`src/rtl/sdram_host_bridge.sv`:
```
// sdram_host_bridge: queues host read/write requests in a small FIFO and
// hands them one at a time to an SDRAM controller (enable/busy handshake).
// Optional watchdog abort: define SDRAM_REQ_TIMEOUT_EN to enable it.
module sdram_host_bridge #(
  parameter int HADDR_WIDTH    = 24,
  parameter int FIFO_DEPTH     = 4,
  parameter int TIMEOUT_CYCLES = 64
) (
  input  logic                   clk,
  input  logic                   rst,
  input  logic                   req_valid,
  output logic                   req_ready,
  input  logic                   req_we,
  input  logic [HADDR_WIDTH-1:0] req_addr,
  input  logic [15:0]            req_wdata,
  input  logic [1:0]             req_mask,
  output logic                   rsp_valid,
  output logic [15:0]            rsp_rdata,
  output logic                   rsp_err,
  output logic [HADDR_WIDTH-1:0] host_addr,
  output logic [15:0]            wr_data,
  output logic                   wr_enable,
  output logic                   wr_mask_low,
  output logic                   wr_mask_high,
  output logic                   rd_enable,
  input  logic [15:0]            rd_data,
  input  logic                   rd_ready,
  input  logic                   busy
);

  localparam int PTR_W   = (FIFO_DEPTH > 1) ? $clog2(FIFO_DEPTH) : 1;
  localparam int ENTRY_W = 1 + HADDR_WIDTH + 16 + 2;
  localparam logic [PTR_W:0] DEPTH_C = (PTR_W + 1)'(FIFO_DEPTH);

  typedef enum logic [1:0] {S_IDLE, S_ISSUE, S_WAIT_RD, S_WAIT_WR} state_t;

  state_t                   r_state;
  state_t                   w_state_next;
  logic [ENTRY_W-1:0]       r_fifo_mem [FIFO_DEPTH];
  logic [PTR_W-1:0]         r_wr_ptr;
  logic [PTR_W-1:0]         r_rd_ptr;
  logic [PTR_W:0]           r_count;
  logic                     r_ready_en;
  logic                     r_hold_we;
  logic [HADDR_WIDTH-1:0]   r_hold_addr;
  logic [15:0]              r_hold_wdata;
  logic [1:0]               r_hold_mask;
  logic                     r_rsp_valid;
  logic [15:0]              r_rsp_rdata;
  logic                     w_full;
  logic                     w_empty;
  logic                     w_push;
  logic                     w_pop;
  logic                     w_timeout;
  logic                     w_rd_en;
  logic                     w_wr_en;
  logic                     w_err;

  assign w_full  = (r_count == DEPTH_C);
  assign w_empty = (r_count == '0);
  // r_ready_en keeps req_ready low while reset is held and for no longer.
  assign req_ready = r_ready_en && !w_full;
  assign w_push    = req_valid && req_ready;
  assign w_pop     = (r_state == S_IDLE) && !w_empty;

  // Request storage has no reset so it can map onto plain RAM.
  always_ff @(posedge clk) begin
    if (w_push) r_fifo_mem[r_wr_ptr] <= {req_we, req_addr, req_wdata, req_mask};
  end

  // FIFO pointers and occupancy; pointers wrap naturally (depth is a power of 2).
  always_ff @(posedge clk or posedge rst) begin
    if (rst) begin
      r_wr_ptr   <= '0;
      r_rd_ptr   <= '0;
      r_count    <= '0;
      r_ready_en <= 1'b0;
    end else begin
      r_ready_en <= 1'b1;
      if (w_push) r_wr_ptr <= r_wr_ptr + PTR_W'(1);
      if (w_pop)  r_rd_ptr <= r_rd_ptr + PTR_W'(1);
      case ({w_push, w_pop})
        2'b10:   r_count <= r_count + (PTR_W + 1)'(1);
        2'b01:   r_count <= r_count - (PTR_W + 1)'(1);
        default: r_count <= r_count;
      endcase
    end
  end

  // Hold registers: the popped request drives the controller until back in IDLE.
  always_ff @(posedge clk or posedge rst) begin
    if (rst) begin
      r_hold_we    <= 1'b0;
      r_hold_addr  <= '0;
      r_hold_wdata <= '0;
      r_hold_mask  <= '0;
    end else if (w_pop) begin
      {r_hold_we, r_hold_addr, r_hold_wdata, r_hold_mask} <= r_fifo_mem[r_rd_ptr];
    end
  end

`ifdef SDRAM_REQ_TIMEOUT_EN
  localparam int CNT_W = $clog2(TIMEOUT_CYCLES + 1);
  logic [CNT_W-1:0] r_wd_cnt;

  // Watchdog: restarts on each issue, counts every non-IDLE cycle.
  always_ff @(posedge clk or posedge rst) begin
    if (rst)                     r_wd_cnt <= '0;
    else if (w_pop)              r_wd_cnt <= '0;
    else if (r_state != S_IDLE)  r_wd_cnt <= r_wd_cnt + CNT_W'(1);
  end

  assign w_timeout = (r_state != S_IDLE) && (r_wd_cnt == CNT_W'(TIMEOUT_CYCLES));
`else
  assign w_timeout = 1'b0;
`endif

  // State register.
  always_ff @(posedge clk or posedge rst) begin
    if (rst) r_state <= S_IDLE;
    else     r_state <= w_state_next;
  end

  // Next-state logic; the enable is held in ISSUE until busy confirms acceptance
  // so a request offered during a controller refresh is not lost.
  always_comb begin
    w_state_next = r_state;
    case (r_state)
      S_IDLE:    if (!w_empty) w_state_next = S_ISSUE;
      S_ISSUE:   if (w_timeout) w_state_next = S_IDLE;
                 else if (busy) w_state_next = r_hold_we ? S_WAIT_WR : S_WAIT_RD;
      S_WAIT_RD: if (w_timeout || rd_ready) w_state_next = S_IDLE;
      S_WAIT_WR: if (w_timeout || !busy) w_state_next = S_IDLE;
      default:   w_state_next = S_IDLE;
    endcase
  end

  // Output decode: enables only in ISSUE and mutually exclusive by r_hold_we.
  always_comb begin
    w_rd_en = 1'b0;
    w_wr_en = 1'b0;
    w_err   = w_timeout;
    if (r_state == S_ISSUE && !w_timeout) begin
      w_rd_en = !r_hold_we;
      w_wr_en = r_hold_we;
    end
  end

  // Read response: capture data on rd_ready, strobe rsp_valid one cycle later.
  always_ff @(posedge clk or posedge rst) begin
    if (rst) begin
      r_rsp_valid <= 1'b0;
      r_rsp_rdata <= '0;
    end else begin
      r_rsp_valid <= 1'b0;
      if (r_state == S_WAIT_RD && rd_ready && !w_timeout) begin
        r_rsp_valid <= 1'b1;
        r_rsp_rdata <= rd_data;
      end
    end
  end

  assign rd_enable    = w_rd_en;
  assign wr_enable    = w_wr_en;
  assign rsp_err      = w_err;
  assign rsp_valid    = r_rsp_valid;
  assign rsp_rdata    = r_rsp_rdata;
  assign host_addr    = r_hold_addr;
  assign wr_data      = r_hold_wdata;
  assign wr_mask_low  = r_hold_we & r_hold_mask[0];
  assign wr_mask_high = r_hold_we & r_hold_mask[1];

endmodule

```
`config.mk`:
```
export PLATFORM = sky130hd
export DESIGN_NAME = sdram_host_bridge
export DESIGN_NICKNAME = d
export VERILOG_FILES = /design/src/rtl/sdram_host_bridge.sv
export SDC_FILE = /design/constraint.sdc
export NUM_CORES = 1
export LEC_CHECK = 0
export CORE_AREA = 2 2 171 123
export CTS_BUF_LIST = sky130_fd_sc_hd__clkbuf_4 sky130_fd_sc_hd__clkbuf_8
export CTS_CLUSTER_DIAMETER = 30
export CTS_CLUSTER_SIZE = 14
export DETAILED_ROUTE_END_ITERATION = 8
export DIE_AREA = 0 0 173 125
export PLACE_DENSITY_LB_ADDON = 0.05
export SLEW_MARGIN = 20
export SYNTH_ARGS = -nofsm -noshare
export SYNTH_HDL_FRONTEND = slang
export SYNTH_SLANG_ARGS = --single-unit
```
`constraint.sdc`:
```
create_clock -name clk -period 6.7 [get_ports clk]
set_input_delay 0.67 -clock clk [delete_from_list [all_inputs] [get_ports clk]]
set_output_delay 0.67 -clock clk [all_outputs]
set_load 0.03 [all_outputs]
```
==> metrics.txt, run 1 <==
Slew Limit Fails 0; post-synth cell types 31; total global routing overflow 0; busiest layer in global routing met2; slew of the pin with the lowest slew margin 0.949 ns; Post-Place Setup Slack 4.07 ns; Diodes inserted 0; final weighted congestion in routability-driven placement 0.677; worst reg2reg startpoint r_count[0]; CTS resizes 0; M3 GR Usage roughly 3.9%; CTS sink cnt about 240; Max transition margin between 30% and 40%; TritonRoute pass-1 iters 4; share of the synthesized area in the top cell type 56.2%; routed len/inst 18.7 um; Tmin final 2.61 ns; Hold Path Depth 1; Avg Cell Area, Syn roughly 22 sq um; Tightest Hold Check Type register to register; post-synth top area cell edfxtp_1; dpl hpwl slightly above 9000 um; dominant cells by area after synthesis edfxtp_1 (56%), dfrtp_1 (19%), mux4_2 (11%); Initial DRC Count 189; CTS tree built; Max IR drop VDD 0.000267 V; Syn Nets between 400 and 500; DR vias/cell 4.94; clock buffer depth 3; Startpoint Class register; clock latency at the later pin of the worst-skew pair 0.53 ns; initial antenna violation count 0; Hold Path End rsp_rdata[6]; commonest non-fill, non-tap cell in the layout edfxtp_1; reg-to-reg endpoint r_count[1]; Critical Path RT 6.03 ns; hold_buf cts 0; Port Buffers approximately 130; Achievable Freq 383 MHz; Final Power 5520 uW; area of the core around 20000 sq um; Reg2Reg Depth 7; Tcrit/Tclk final 38.9%; area grow syn2layout 26.6%; Num CTS Buffers 41; setup_tns 0 ns; wire length of the first global-routing pass 26100 um; crit end category primary output; Pwr Density approximately 470 nW/um^2; Hold Violations, Final 0; M2 GR Usage 25.2%; Synth Register Bits 242; clk_skew about 0.020 ns; YS warnings 0; Root Buffer clkbuf_8; Worst R2R Setup Slack between 4 and 5 ns; NumNets Final 635; Total Routing Usage GR 15.8%; number of global-route vias before repair 4666; share of cells above drive strength 1 32.1%; vias post-DR approximately 4300; Syn Std Cell Area approximately 9000 sq um; std cell rows between 40 and 50; Crit Path Class register to primary output; Final WS setup 4.09 ns; GR Layer Usage met1 21.6%; Initial Util 45.6%; Leakage 0.00425 uW; CP arrival approximately 1.9 ns; Max Cap Violations 0; largest net degree at the start of global routing between 70 and 80; hold_sp rsp_rdata[6]; overall die area 21600 sq um; # setup viols final 0; Die H 125 um; I/O pin count roughly 130; status completed; commonest non-fill, non-tap cells in the layout edfxtp_1 (172), clkdlybuf4s50_1 (125), dfrtp_1 (68); drc violations 0; Worst Path Max Fanout 8; clock-pin transition on the worst setup and hold timing paths 0.06 ns; RSZ-0062 raised after global routing false; Chip Width ~170 um; detailed-route wire length 16400 um; Setup Buffers After CTS 0; post-synthesis sequential area ratio around three quarters; number of H-tree levels 2; post-layout util 57.8%; Synth Instances 409; Final ANT Viol Nets 0
state kept, by name, summed over array words and instances, names as in the netlist:
register,flops
r_ready_en,1
r_count,3
r_hold_mask,2
r_rd_ptr,2
r_state,2
wr_data,16
r_hold_we,1
rsp_valid,1
host_addr,24
rsp_rdata,16
r_wr_ptr,2
r_fifo_mem,172
routing by layer:
layer | wire length, um | vias up
met5 | 0 | -
met4 | 335 | 0
met3 | 718 | 33
met2 | 7890 | 105
met1 | 7440 | 2239
li1 | - | 1942
report_power, final:
part	switching [uW]	total (uW)	internal (uW)
combinational	844	1820	981
clock	643	1490	848
sequential	252	2200	1950
per-stage QoR:
step	instance area (sq um)	std cells	hold WS [ns]
after global placement	10700	798	0.490
after global routing	11600	874	0.525
final	11600	874	0.507
after floorplan	9200	409	0.473
after CTS	11600	874	0.510
after detailed placement	10700	798	0.492
logic make-up after synthesis:
family	count (synthesis)	synth area share [%]
XOR/XNOR	6	0.571
buffers and inverters	29	2.34
adder cells (fa/ha/maj)	6	0.898
AND/OR/NAND/NOR	16	1.01
other	2	0.0817
flip-flops	242	75.2
multiplexers	104	19.5
AO/OA/AOI/OAI	4	0.354
cell usage after synthesis (all sizes together):
master  number
buf         14
nor3b        1
nand3        1
o21ai        1
or3          1
and2         6
nor3         3
xor2         1
xnor2        5
clkbuf       4
dfrtp       70
mux2        60
or4b         1
nor2         1
a221oi       1
fa           1
mux2i        1
inv         11
ha           5
o311a        1
o31a         1
conb         2
nand2        2
mux4        43
edfxtp     172
area by class of cell:
type | count | area, sq um
clock inverters | 30 | 344
fillers | 1540 | 8500
repair buffers | 131 | 1300
clock buffers | 46 | 621
flip-flops and latches | 242 | 6920
inverters | 11 | 42.5
multi-input cells | 138 | 2070
well taps | 276 | 345
worst max-delay path, cell delays in order (launching register included):
cell             delay [ns]
dfrtp_1                0.45
nor3b_1                0.25
clkdlybuf4s50_1        0.71
how the worst max path moves through the flow:
stage / end / from / depth (start not counted)
final: wr_enable / r_state[1] / 2
after global routing: r_count[2] / r_count[0] / 9
after CTS: wr_enable / r_state[1] / 2
after detailed placement: r_count[1] / r_count[0] / 7
after global placement: r_fifo_mem[2][34] / req_valid / 4
after floorplan: host_addr[0] / rst / 1
No activity file was read; power rests on OpenSTA's default activity.
==> run 2, diff against run 1 <==
Clock period 6.7 ns to 2.7 ns, I/O delays scaled along.
==> metrics.txt, run 2 (same netlist as run 1, synthesis figures left out) <==
status completed; std cell rows between 40 and 50; CTS sink cnt 242; clk_skew roughly 0.020 ns; slew of the pin with the lowest slew margin 0.564 ns; dpl hpwl a little over 10000 um; Pwr Density 1180 nW/um^2; routed len/inst 19.7 um; CP max stage delay about 0.7 ns; Port Buffers 125; drc violations 0; final weighted congestion in routability-driven placement 0.699; share of cells above drive strength 1 32.9%; setup_tns 0 ns; Tcrit/Tclk final between 80% and 90%; sum of buffers and inverters on the critical path 1; Total Routing Usage GR 16.6%; overall die area about 22000 sq um; Max Cap Violations 0; Largest Register r_fifo_mem; Tightest Hold Check Type input port to asynchronous set/reset pin; NumNets Final 645; Leakage 0.00432 uW; crit end category primary output; # setup viols final 0; area grow syn2layout 27.9%; largest net degree at the start of global routing 45; Slew Limit Fails 0; Startpoint Class register; Num CTS Buffers slightly above 40; Diodes inserted 0; wire length of the first global-routing pass 27200 um; number of global-route vias before repair around 4900; detailed-route wire length approximately 17000 um; Hold Violations, Final 0; DP Area 10800 sq um; Initial Util 45.6%; CTS tree built; commonest non-fill, non-tap cells in the layout edfxtp_1 (172), clkdlybuf4s50_1 (125), dfrtp_1 (68); clock buffer depth 3; Final ANT Viol Nets 0; total global routing overflow 0; Root Buffer clkbuf_8; clock latency at the later pin of the worst-skew pair 0.53 ns; Worst Path Max Fanout 6; worst-path cell chain nor3_1 > clkdlybuf4s50_1; I/O pin count 127; Max transition margin approximately 62%; hold_buf cts 0; Largest register FFs 172; Setup Buffers After CTS 0; area of the core 20100 sq um; Critical Path RT around 2.4 ns; Largest delay share family, worst path buffers and inverters; Achievable Freq 456 MHz; Initial DRC Count 205; Finished Layout Cells between 800 and 900; RSZ-0062 raised after global routing false; Final Power 13900 uW; Layout fillers ~1500; clock-pin transition on the worst setup and hold timing paths 0.07 ns; fin area 11800 sq um; Crit Path Class register to primary output; commonest non-fill, non-tap cell in the layout edfxtp_1; storage element area 6920 sq um; footprint of the multi-input gates 2070 sq um; Tmin final 2.19 ns; Die H 125 um; Chip Width approximately 170 um; CTS resizes 0; post-layout util 58.4%; TritonRoute pass-1 iters 4; initial antenna violation count 0; vias post-DR 4381; placed cells 808; Max IR drop VDD 0.000682 V; CP arrival 1.92 ns; number of H-tree levels 2; DR vias/cell just under 5; Slowest cell on crit path clkdlybuf4s50_1
run 2: changes by cell type in the layout (fill, tap and decap cells not counted):
| cell | before | now |
|---|---|---|
| clkinv_2 | 2 | 7 |
| clkinv_1 | 2 | 3 |
| buf_4 | 6 | 13 |
| inv_6 | 5 | 2 |
| bufinv_16 | 5 | 7 |
| clkinv_4 | 8 | 4 |
| clkinvlp_4 | 9 | 10 |
| clkbuf_4 | 2 | 1 |
| buf_12 | 0 | 3 |
| clkbuf_8 | 44 | 42 |
run 2: final cells by class:
cell class | count | share of cell area [%]
sequential | 242 | 58.9
multi-input combinational | 138 | 17.6
timing repair buffer | 141 | 12.0
clock buffer | 43 | 4.98
clock inverter | 32 | 3.22
tap | 276 | 2.94
inverter | 11 | 0.362
run 2: power breakdown:
| part | internal [uW] | switching (uW) | total [uW] |
|---|---|---|---|
| clock network | 2200 | 1560 | 3750 |
| registers | 4840 | 515 | 5350 |
| logic | 2510 | 2250 | 4760 |
| total | 9540 | 4320 | 13900 |
run 2: path summary, 6_finish.rpt:
path                                      from              to  slack [ns]  depth (start not counted)
max in group asynchronous                  rst   host_addr[17]        1.89                          3
worst max-delay path                 r_hold_we       rd_enable        0.51                          2
min in group clk                    rd_data[4]    rsp_rdata[4]        0.35                          2
worst max register to register      r_count[0]      r_count[2]        0.61                          9
worst min register to register  r_hold_mask[1]  r_hold_mask[1]        0.50                          1
worst min-delay path                       rst    host_addr[1]         0.1                          2
run 2: layer usage:
layer,share of wire (%),global-route usage (%),routed length [um]
met2,50,27.6,8650
met3,4.5,4.05,784
met1,44,21.7,7560
met4,2.1,5.38,371
met5,0,0,0
run 2: through the flow:
step / hold WS (ns) / setup slack (ns)
floorplan: 0.369 / 0.479
global placement: 0.488 / 0.657
detailed placement: 0.489 / 0.582
CTS: 0.103 / 0.469
global route: 0.156 / 0.411
finish: 0.0999 / 0.509
